==> config.mk <==
export PLATFORM = sky130hd
export DESIGN_NAME = clk_div_tick
export DESIGN_NICKNAME = d
export VERILOG_FILES = /design/src/rtl/clk_div_tick.sv
export SDC_FILE = /design/constraint.sdc
export NUM_CORES = 1
export LEC_CHECK = 0
export CAP_MARGIN = 20
export CORE_MARGIN = 3
export CORE_UTILIZATION = 54
export CTS_BUF_LIST = sky130_fd_sc_hd__clkbuf_8
export CTS_CLUSTER_SIZE = 25
export DETAILED_ROUTE_END_ITERATION = 8
export PLACE_DENSITY = 0.94
export SLEW_MARGIN = 20
export SYNTH_ARGS = -nofsm -noshare
export SYNTH_HDL_FRONTEND = slang
export SYNTH_SLANG_ARGS = --single-unit
export TNS_END_PERCENT = 30
==> constraint.sdc <==
create_clock -name clk -period 3.31 [get_ports clk]
set_input_delay 0.331 -clock clk [delete_from_list [all_inputs] [get_ports clk]]
set_output_delay 0.331 -clock clk [all_outputs]
set_load 0.01 [all_outputs]
==> src/rtl/clk_div_tick.sv <==
// ---------------------------------------------------------------------------
// clk_div_tick
//
// Programmable clock-enable generator. Divides clk by (div_reg + 1) and emits
// single-cycle enables for the downstream timer and display logic.
//
// Parameters:
//   CNT_W       width of the main counter and the divisor register
//   DEFAULT_DIV divisor register value after reset (must be < 2**CNT_W)
//   SUB_DIV     ticks per sub_tick (>= 1)
//   SUB_W       width of the sub-stage counter (2**SUB_W >= SUB_DIV)
//
// Ports:
//   clk       in   system clock, all state updates on its rising edge
//   rst_n     in   synchronous active-low reset
//   en        in   count enable; low pauses the main counter
//   div_load  in   strobe: load div_val into the divisor register
//   div_val   in   new terminal count (period = div_val + 1 cycles)
//   tick      out  registered one-cycle pulse, once per period
//   sub_tick  out  registered pulse coincident with every SUB_DIV-th tick
//   sq_out    out  registered square wave, toggles on every tick event
//   count     out  current main counter value
//
// Build option:
//   CLK_DIV_TICK_SUB_EN  when defined, the sub-stage counter and sub_tick are
//                        built; otherwise sub_tick is tied low.
// ---------------------------------------------------------------------------
module clk_div_tick #(
    parameter int CNT_W       = 20,
    parameter int DEFAULT_DIV = 983040,
    parameter int SUB_DIV     = 10,
    parameter int SUB_W       = 4
) (
    input  logic             clk,
    input  logic             rst_n,
    input  logic             en,
    input  logic             div_load,
    input  logic [CNT_W-1:0] div_val,
    output logic             tick,
    output logic             sub_tick,
    output logic             sq_out,
    output logic [CNT_W-1:0] count
);

    logic [CNT_W-1:0] div_reg,   div_next;
    logic [CNT_W-1:0] count_reg, count_next;
    logic             tick_reg,  tick_next;
    logic             sq_reg,    sq_next;
    logic             tick_event;

    // A load takes priority over counting, so it suppresses the tick event.
    assign tick_event = en && !div_load && (count_reg == div_reg);

    always_comb begin
        div_next   = div_reg;
        count_next = count_reg;
        tick_next  = 1'b0;
        sq_next    = sq_reg;
        if (div_load) begin
            // Clearing count here keeps it from ending up above a smaller
            // terminal count.
            div_next   = div_val;
            count_next = '0;
        end else if (en) begin
            if (tick_event) begin
                count_next = '0;
                tick_next  = 1'b1;
                sq_next    = ~sq_reg;
            end else begin
                count_next = count_reg + CNT_W'(1);
            end
        end
    end

    always_ff @(posedge clk) begin
        if (!rst_n) begin
            div_reg   <= CNT_W'(DEFAULT_DIV);
            count_reg <= '0;
            tick_reg  <= 1'b0;
            sq_reg    <= 1'b0;
        end else begin
            div_reg   <= div_next;
            count_reg <= count_next;
            tick_reg  <= tick_next;
            sq_reg    <= sq_next;
        end
    end

    assign tick   = tick_reg;
    assign sq_out = sq_reg;
    assign count  = count_reg;

`ifdef CLK_DIV_TICK_SUB_EN
    localparam logic [SUB_W-1:0] SUB_LAST = SUB_W'(SUB_DIV - 1);

    logic [SUB_W-1:0] sub_cnt_reg,  sub_cnt_next;
    logic             sub_tick_reg, sub_tick_next;

    always_comb begin
        sub_cnt_next  = sub_cnt_reg;
        sub_tick_next = 1'b0;
        if (div_load) begin
            sub_cnt_next = '0;
        end else if (tick_event) begin
            if (sub_cnt_reg == SUB_LAST) begin
                sub_cnt_next  = '0;
                sub_tick_next = 1'b1;
            end else begin
                sub_cnt_next = sub_cnt_reg + SUB_W'(1);
            end
        end
    end

    always_ff @(posedge clk) begin
        if (!rst_n) begin
            sub_cnt_reg  <= '0;
            sub_tick_reg <= 1'b0;
        end else begin
            sub_cnt_reg  <= sub_cnt_next;
            sub_tick_reg <= sub_tick_next;
        end
    end

    assign sub_tick = sub_tick_reg;
`else
    // Sub-stage not built. The parameter check below keeps SUB_DIV/SUB_W
    // referenced so a misconfigured instance still elaborates identically.
    if (SUB_DIV < 1 || (2 ** SUB_W) < SUB_DIV) begin : g_sub_cfg_out_of_range
    end

    assign sub_tick = 1'b0;
`endif

endmodule
# ---- Word-level counts from Yosys, hierarchy flattened
# Index checks and enable logic that the tools add are counted.
dict set report op_classes {
  n_addsub 1
  n_eq_ne 1
  muxes 2
  bitwise_logic 4
  n_reduce_logical 6
}
# cell count
set op_table {}
lappend op_table {{adder 20 x 1 -> 20 bit (second input constant)} 1}
lappend op_table {{equality test 20 bit} 1}
lappend op_table {{two-way mux 20 bit} 1}
lappend op_table {{inverter 1 bit} 4}
lappend op_table {{AND reduction 3 bit} 1}
lappend op_table {{OR reduction 3 bit} 1}
lappend op_table {{logical AND 1 bit} 2}
lappend op_table {{OR reduction 2 bit} 1}
lappend op_table {{zero test 1 bit} 1}
lappend op_table {{two-way mux 1 bit} 1}
dict set report word_totals {
  register_bits 42
  input_bits 24
  out_inout_bits 23
}

# ---- Depth between registers and ports, before layout
dict set report logic_depth {
  ltp_word 4
  depth_mapped 7
  depth_no_buf 6
}

# ---- Least setup slack after synthesis
# OpenSTA, ideal clock, no wires.
dict set report synth_timing {
  path_type {register to register}
  startpoint {reg count_reg[3] (netlist: count[3])}
  endpoint {reg sq_reg (netlist: sq_out)}
  setup_ns 0.072
  arrival_time_ns 1.430
  required_ns 3.238
  slack_ns 1.807
  stages_incl_launch_ff 7
  n_path_buf 1
  period_less_slack_ns 1.503
  cell_sequence {dfxtp_1 buf_6 xor2_2 nor4_2 nand4_1 or3_1 a21oi_1}
}
dict set report synth_via {
  elab_chain_cells 3
}
# item line
set synth_lines {}
lappend synth_lines {{start, declared} 46} ;# logic [CNT_W-1:0] count_reg, count_next;
lappend synth_lines {{start signal, assigned} 83} ;# count_reg <= count_next;
lappend synth_lines {{equality test 20 bit} 52} ;# assign tick_event = en && !div_load && (count_reg == div_reg);
lappend synth_lines {{logical AND 1 bit} 52}
lappend synth_lines {{AND reduction 3 bit (no source line)} -}
lappend synth_lines {{end signal, assigned} 85} ;# sq_reg <= sq_next;
lappend synth_lines {{end, declared} 48} ;# logic sq_reg, sq_next;
# Every way passes these cells.
# A chain may end at the register's enable or synchronous reset.

# ---- Worst setup path in the final report
dict set report layout_timing {
  startpoint {reg count_reg[4] (netlist: count[4])}
  endpoint {reg count_reg[8] (netlist: count[8])}
}
dict set report layout_via {
  elab_chain_cells 3
}
# item line
set layout_lines {}
lappend layout_lines {{parallel branches: the longest is 2 deep, another holds adder 20 x 1 -> 20 bit} -}
lappend layout_lines {{two-way mux 20 bit (*)} 65} ;# if (tick_event) begin
# Mark *: on every way between the ends.

==> out/metrics.cfg <==
[sta]
fin_crit_ns=1.82
fin_crit_sh_pct=55.0
maxSlewViolCount=0
setup_tns_ns=0
hold_viol=0
skew_ns=0.00538
rsz0062_at_grt=no
setup_viol=0
fmax_ghz=0.549
hold_slack_ns=0.512

[logic_synthesis]
synth_top_area_share_pct=45.0
syn_area_per_cell_um2=9.57
netlist_top_cells_area=dfxtp_1, xor2_1, mux2i_1
ys_types=29
synthCells=195
ys.warnings.count=0
yosysSeqAreaShare_pct=45.0
synth_seq_cells=42
syn_area_um2=1870
syn_nets=220
yosys.area.top_type=dfxtp_1

[grt]
grt_pass1_wl_um=6490
grt_max_degree=22
grt_use_total_pct=20.7
grt-ovfl-total=0
grt_pass1_vias=1355
antenna_found_initial=0

[worst_setup_path]
worstPathRequired_ns=3.50
cp-startpoint=count[4]$_SDFFE_PP0P_
slowest_delay_ns=0.49
worstPathArrival_ns=2.01
critPathKind=flop to flop
path_max_fanout=20
cp_slowest_cell=dfxtp_1
crit_path_end_kind=flop
crit_path_start_kind=flop
r2r_start=count[4]$_SDFFE_PP0P_
path_delay_family=simple AND/OR/NAND/NOR gates
crit_buf_inv=1
crit_chain=xor2_1 -> nor4_1 -> nand4_1 -> o21ai_1 -> buf_4 -> nor2_1

[die]
core_um2=3180
die-area_um2=4200
pin_count=47
dieHeight_um=64.8
die_x_um=64.8
start_util_pct=58.7
core.rowCount=20

[finish]
layout_commonest_cell=clkdlybuf4s50_1
area_growth_syn_to_layout_pct=30.1
ff_latch_area_um2=841
multiInputGateArea_um2=968
antenna_cells=0
n_fill_cell=227
drive_above_1_share_pct=5.39
final_cell_mix=clkdlybuf4s50_1, dfxtp_1, nor2_1, xor2_1, mux2i_1
nNetsFinal=265

[clock_tree]
root_buffer=clkbuf_8
clk_latency_ns=0.30
htreeDepth=2
clock_path_buffers=2
hold_buffers=0
cts_buffers=5
cts_tree=built
cts_resized=0
clk_pin_slew_ns=0.07
post-cts-setup-buffers=0
cts_num_sinks=42

[routing]
drc=0
drtPass1Iterations=4
drt_iter0_drc=38
ant_nets=0
wirelength_um=3990
routed_via_density=5.16
via_count=1472
wl_per_cell_um=14.0

[power]
vdd_drop_max_mv=0.290
powerDensity_nw_per_um2=395
power.leakage_nw=0.987

[min_path]
worstHoldStart=div_reg[16]$_SDFFE_PN1P_
hold_path_class=flop to flop

[placed_design]
port-buffer-count=45
hpwl_um=3040
place_congestion=0.814

[run]
drv_cap=0

[outcome]
status=finished clean

## worst register-to-register path, cell delays in order (launching register included)
cell and delay, ns:
dfxtp_1 0.49, xor2_1 0.14, nor4_1 0.36, nand4_1 0.21
o21ai_1 0.18, buf_4 0.25, nor2_1 0.08
## power by group
| part | internal [mW] | leakage [nW] | total (mW) | switching [mW] |
|---|---|---|---|---|
| clock | 0.165 | 0.0524 | 0.337 | 0.172 |
| sequential | 0.520 | 0.343 | 0.533 | 0.0127 |
| combinational | 0.0514 | 0.592 | 0.0877 | 0.0363 |
## layer usage
| layer | vias up | global-route usage [%] | wire, um | share of wire [%] |
|---|---|---|---|---|
| met2 | 34 | 33.3 | 1880 | 47 |
| met3 | 12 | 4.33 | 145 | 3.6 |
| met5 | - | 0 | 0 | 0 |
| met1 | 685 | 26.4 | 1870 | 47 |
| met4 | 0 | 9.50 | 101 | 2.5 |
| li1 | 741 | - | - | - |
## per-stage QoR
| step | std cells | instance area (um2) | worst slack (ns) | util, % | power, mW |
|---|---|---|---|---|---|
| finish | 285 | 2430 | 1.49 | 76.4 | 0.958 |
| global route | 285 | 2430 | 1.37 | 76.4 | 0.990 |
| CTS | 285 | 2430 | 1.51 | 76.4 | 0.960 |
| detailed placement | 277 | 2340 | 1.28 | 73.5 | 0.633 |
| global placement | 277 | 2340 | 1.34 | 73.5 | 0.630 |
| floorplan | 195 | 1870 | 1.81 | - | 0.592 |
## layout make-up
class | instances | area share, %
Clock buffer | 6 | 3.40
Clock inverter | 2 | 0.361
Inverter | 2 | 0.309
Multi-Input combinational cell | 142 | 39.9
Sequential cell | 42 | 34.6
Tap cell | 44 | 2.27
Timing Repair Buffer | 47 | 19.2
## cell usage after synthesis
library cell	number
a21oi_1	1
and3_1	3
and4_1	2
buf_2	4
buf_4	1
buf_6	1
clkbuf_1	3
clkinv_1	1
conb_1	1
dfxtp_1	42
ha_1	1
inv_1	1
mux2i_1	21
nand2_1	9
nand3_1	4
nand4_1	10
nor2_1	39
nor3_1	1
nor3_2	1
nor3b_1	1
nor3b_2	1
nor4_1	4
nor4_2	1
o21ai_0	1
o21ai_1	1
or3_1	1
xnor2_1	10
xor2_1	28
xor2_2	1
## cell families (layout without fill, tap and decap cells)
logic type	after synthesis	count (layout)	synth area share (%)
simple gates	77	77	20.2
flops	42	42	45.0
fa+ha+maj	1	1	0.670
other cells	1	1	0.201
compound gates	3	3	0.804
xor+xnor	39	39	18.7
buf+inv	11	57	3.08
mux	21	21	11.3
## final timing paths
check,slack [ns],end,cells after the start
worst max-delay path,1.49,count[8]$_SDFFE_PP0P_,6
worst min-delay path,0.51,div_reg[16]$_SDFFE_PN1P_,2
worst max register to register,1.49,count[8]$_SDFFE_PP0P_,6
worst min register to register,0.51,div_reg[16]$_SDFFE_PN1P_,2
Note: power is estimated with default switching activity, not from simulation.
==> patch 1 (same flow settings) <==
Build with the macro `CLK_DIV_TICK_SUB_EN` defined.
--- a/src/rtl/clk_div_tick.sv
+++ b/src/rtl/clk_div_tick.sv
@@ -25,6 +25,8 @@
 //   CLK_DIV_TICK_SUB_EN  when defined, the sub-stage counter and sub_tick are
 //                        built; otherwise sub_tick is tied low.
 // ---------------------------------------------------------------------------
+`define CLK_DIV_TICK_SUB_EN
+
 module clk_div_tick #(
     parameter int CNT_W       = 20,
     parameter int DEFAULT_DIV = 983040,
Check against the original RTL: no difference found for any inputs over 10 cycles, from zero or initial values and one cycle with rst_n low; that may be too few to reach the edited logic, so the function may still have changed.
==> patch 1 against the unedited design <==
- power increased by 11%
- synthesized cell count is 15% higher
- area after synthesis rose by 14%
- count of clock-buffer cells in the layout up 1
- non-clock buffer count rose by 1
- design area grew 12%
- setup slack got worse by 0.33 ns
- routed wire length increased by 15%
- sequential cell count grew 5
- largest power group unchanged
- highest routed layer unchanged
==> patch 1: results (changes against the unedited design) <==
metric	value	unit	change
rrSetupSlack	1.16	ns	-0.33 ns
synthAdderAreaFrac	0.00587		-0.000837
synthXorXnorAreaFrac	0.160		-0.0269
min_to	sq_out		
dp_hpwl	3.32	mm	+9.5%
crit_path_max_incr_delay	0.55	ns	+0.06 ns
synth_mux_area_frac	0.0985		-0.0141
m1WireLength	2.04	mm	+9.5%
grt_start_max_net_pins	26		+18%
finalNetCount	295		+11%
reg2reg_to	count[4]		
drt_iter0_markers	161		+320%
ys_types	32		+10%
wl_per_cell	14.4	µm	+2.8%
regArea	941	µm²	+12%
drive_above_1_share	0.0480		-0.00597
status	finished clean		
postPlaceCellArea	2630	µm²	+13%
dr_wl_met3	231	µm	+59%
hold_ws	0.479	ns	-0.0330 ns
placed_cells	311		+12%
synth-compound-area-share	0.0364		+0.0283
reg2regPathDepth	5		-1
ys_top_cells_by_area	dfxtp_1 44%, xor2_1 13%, mux2i_1 9.9%		
synthTopCellsByCount	47 x dfxtp_1, 31 x xor2_1, 25 x nor2_1		
wl_met2	2.27	mm	+21%
place_ws	0.935	ns	-0.348 ns
min_from	sq_out		
cp_slowest_cell	a21o_1		
synth_nets	249		+13%
grt_pass1_vias	1557		+15%
[patch 1: cell types whose count changed in the layout (fill, tap and decap cells not counted), sizes merged, moves of 2 or more]
cell,unedited run,this run
a21oi,1,5
clkinv,2,0
dfxtp,42,47
inv,2,5
nand2,9,13
nand4b,0,2
nor2,39,25
nor2b,0,17
nor3,2,5
o31ai,0,2
xnor2,10,8
xor2,29,31
[patch 1: logic make-up (layout without fill, tap and decap cells)]
logic type	Yosys count	in the layout
and+or+nand+nor	90	90
DFF	47	47
xor gates and xnor gates	39	39
muxes	21	21
AOI/OAI and AO/OA	13	13
buffers and inverters	13	60
adders and majority gates	1	1
[patch 1: how the worst max path moves through the flow]
stage / slack (ns) / from / end / depth (start not counted)
6_report: 1.16 / count[0] / count[4] / 5
2_1_floorplan: 1.58 / count[5] / count[0] / 7
3_5_place_dp: 0.93 / en / count[10] / 5
3_3_place_gp: 0.98 / en / count[14] / 5
4_1_cts: 1.18 / count[2] / count[4] / 5
5_1_grt: 0.98 / count[12] / count[12] / 5
[patch 1: power by group through the flow]
stage / registers (mW) / logic [mW] / clock network, mW
finish: 0.592 / 0.0952 / 0.374
global placement: 0.605 / 0.0935 / 0
floorplan: 0.603 / 0.0535 / 0
global route: 0.594 / 0.104 / 0.399
CTS: 0.592 / 0.0960 / 0.376
detailed placement: 0.605 / 0.0957 / 0
[patch 1: layout make-up]
cell class	count	share of cell area
clock buffer	7	0.0353
clock inverter	1	0.00137
inverter	4	0.00550
multi-input combinational	164	0.417
sequential	47	0.344
tap	48	0.0220
timing repair buffer	48	0.174
[patch 1: metal layers]
| layer | track usage | vias to the layer above |
|---|---|---|
| met4 | 0.0876 | 0 |
| met1 | 0.279 | 797 |
| met5 | 0 | - |
| li1 | - | 854 |
| met2 | 0.338 | 51 |
| met3 | 0.0535 | 6 |
==> patch 2 (same settings) <==
Without the edit above. Add an input register stage for `div_val`, without a reset; this delays it by one clock. The other inputs are not delayed to match. Comments in the files are not updated.
--- a/src/rtl/clk_div_tick.sv
+++ b/src/rtl/clk_div_tick.sv
@@ -42,6 +42,12 @@
     output logic [CNT_W-1:0] count
 );
 
+    logic [CNT_W-1:0] div_val_q;
+
+    always_ff @(posedge clk) begin
+        div_val_q <= div_val;
+    end
+
     logic [CNT_W-1:0] div_reg,   div_next;
     logic [CNT_W-1:0] count_reg, count_next;
     logic             tick_reg,  tick_next;
@@ -59,7 +65,7 @@
         if (div_load) begin
             // Clearing count here keeps it from ending up above a smaller
             // terminal count.
-            div_next   = div_val;
+            div_next   = div_val_q;
             count_next = '0;
         end else if (en) begin
             if (tick_event) begin
Behaviour: not the same (a bounded check fails within 4 cycles, from zero or initial values and one cycle with rst_n low).
==> patch 2 against the unedited design <==
- area after synthesis increased by 21%
- sequential cell count increased by 20
- via count rose by 13%
- synthesized cell count grew 13%
- setup slack lost 0.029 ns
- critical path type unchanged
- first-iteration DRC count is 130% higher
- highest routed layer unchanged
- final cell count rose by 12%
- largest power group unchanged
- routed wire length up 16%
- non-clock buffer count unchanged
- power is 57% higher
- die area up 19%
- sequential share of layout area up 7.9 points
- design area grew 20%
==> patch 2: results (changes against the unedited design) <==
metric	value	unit	change
grt_usage	0.208		+0.00155
hold_ws	0.427	ns	-0.0850 ns
met3_usage	0.0952		+0.0518
status	finished clean		
use_met2	0.326		-0.00693
cp_data_arrival_time	2.07	ns	+0.06 ns
fill_cells	262		+15%
ys_seq_area_frac	0.550		+0.100
wl_met2	2.16	mm	+15%
critPathLaunch	count[0]		
cts.htree.levels	3		+1
min_to	div_val_q[12]		
place_ws	1.17	ns	-0.114 ns
syn_avg_cell_area	10.2	µm²	+7.1%
min_path_cells	1		-1
grt_pass1_wl	7.79	mm	+20%
place.port_buffers	45		unchanged
stdcell_count	320		+12%
wl_per_cell	14.5	µm	+3.6%
drt_iter0_markers	88		+130%
min_period	1.85	ns	+0.0287 ns
synthArstFlopShare	0		unchanged
cts_made_buffers	9		+4
cts_root_buffer	clkbuf_8		
use_met1	0.239		-0.0246
cts_resized	0		unchanged
rrSetupSlack	1.46	ns	-0.03 ns
reg2regPathDepth	6		unchanged
post_cts_buffers	0		unchanged
swShare	0.213		-0.0178
m1WireLength	2.00	mm	+7.2%
hold_class	in2reg		
area_growth	29.5	%	
ys_top_cells_by_area	dfxtp_1 55%, mux2i_1 9.3%, xor2_1 8.2%		
drive_above_1_share	0.0699		+0.0159
path_max_fanout	5		-75%
vdd_ir_drop_max	0.450	mV	+55%
place_congestion	0.847		+4.1%
num_vias	1660		+13%
crit_end	count[18]		
ys_types	26		-10%
postPlaceCellArea	2730	µm²	+17%
antenna_found_initial	0		unchanged
synth_nets	245		+11%
finalNetCount	293		+11%
synthTopCellsByCount	62 x dfxtp_1, 41 x nor2_1, 21 x mux2i_1, 21 x xor2_1, 18 x xnor2_1		
cp_slowest_cell	dfxtp_1		
power.leakage	1.18	nW	+19%
insertion_delay	0.34	ns	+0.04 ns
dp_hpwl	3.25	mm	+7.0%
min_from	div_val[12]		
slew_headroom	0.669		
skew	0.0106	ns	+0.00522 ns
placed_cells	305		+10%
crit_path_max_incr_delay	0.45	ns	-0.04 ns
dr_wl_met3	343	µm	+140%
[patch 2: power by group through the flow]
stage | clock network (mW) | logic (mW) | registers [mW]
after CTS | 0.645 | 0.0886 | 0.791
final | 0.625 | 0.0882 | 0.791
after floorplan | 0 | 0.0494 | 0.803
after global routing | 0.687 | 0.0970 | 0.794
after detailed placement | 0 | 0.0873 | 0.807
after global placement | 0 | 0.0843 | 0.806
[patch 2: cell families after synthesis]
group | share of synthesized area
simple gates | 0.164
mux | 0.0932
flops | 0.550
xor+xnor | 0.151
compound gates | 0.00665
other cells | 0.00166
buf+inv | 0.0266
fa+ha+maj | 0.00555
[patch 2: area by class of cell]
cell class                 count  share of cell area
multi-input combinational    145               0.327
inverter                       3             0.00386
timing repair buffer          47               0.159
clock buffer                  10              0.0471
sequential                    62               0.425
tap                           48              0.0206
clock inverter                 5              0.0171
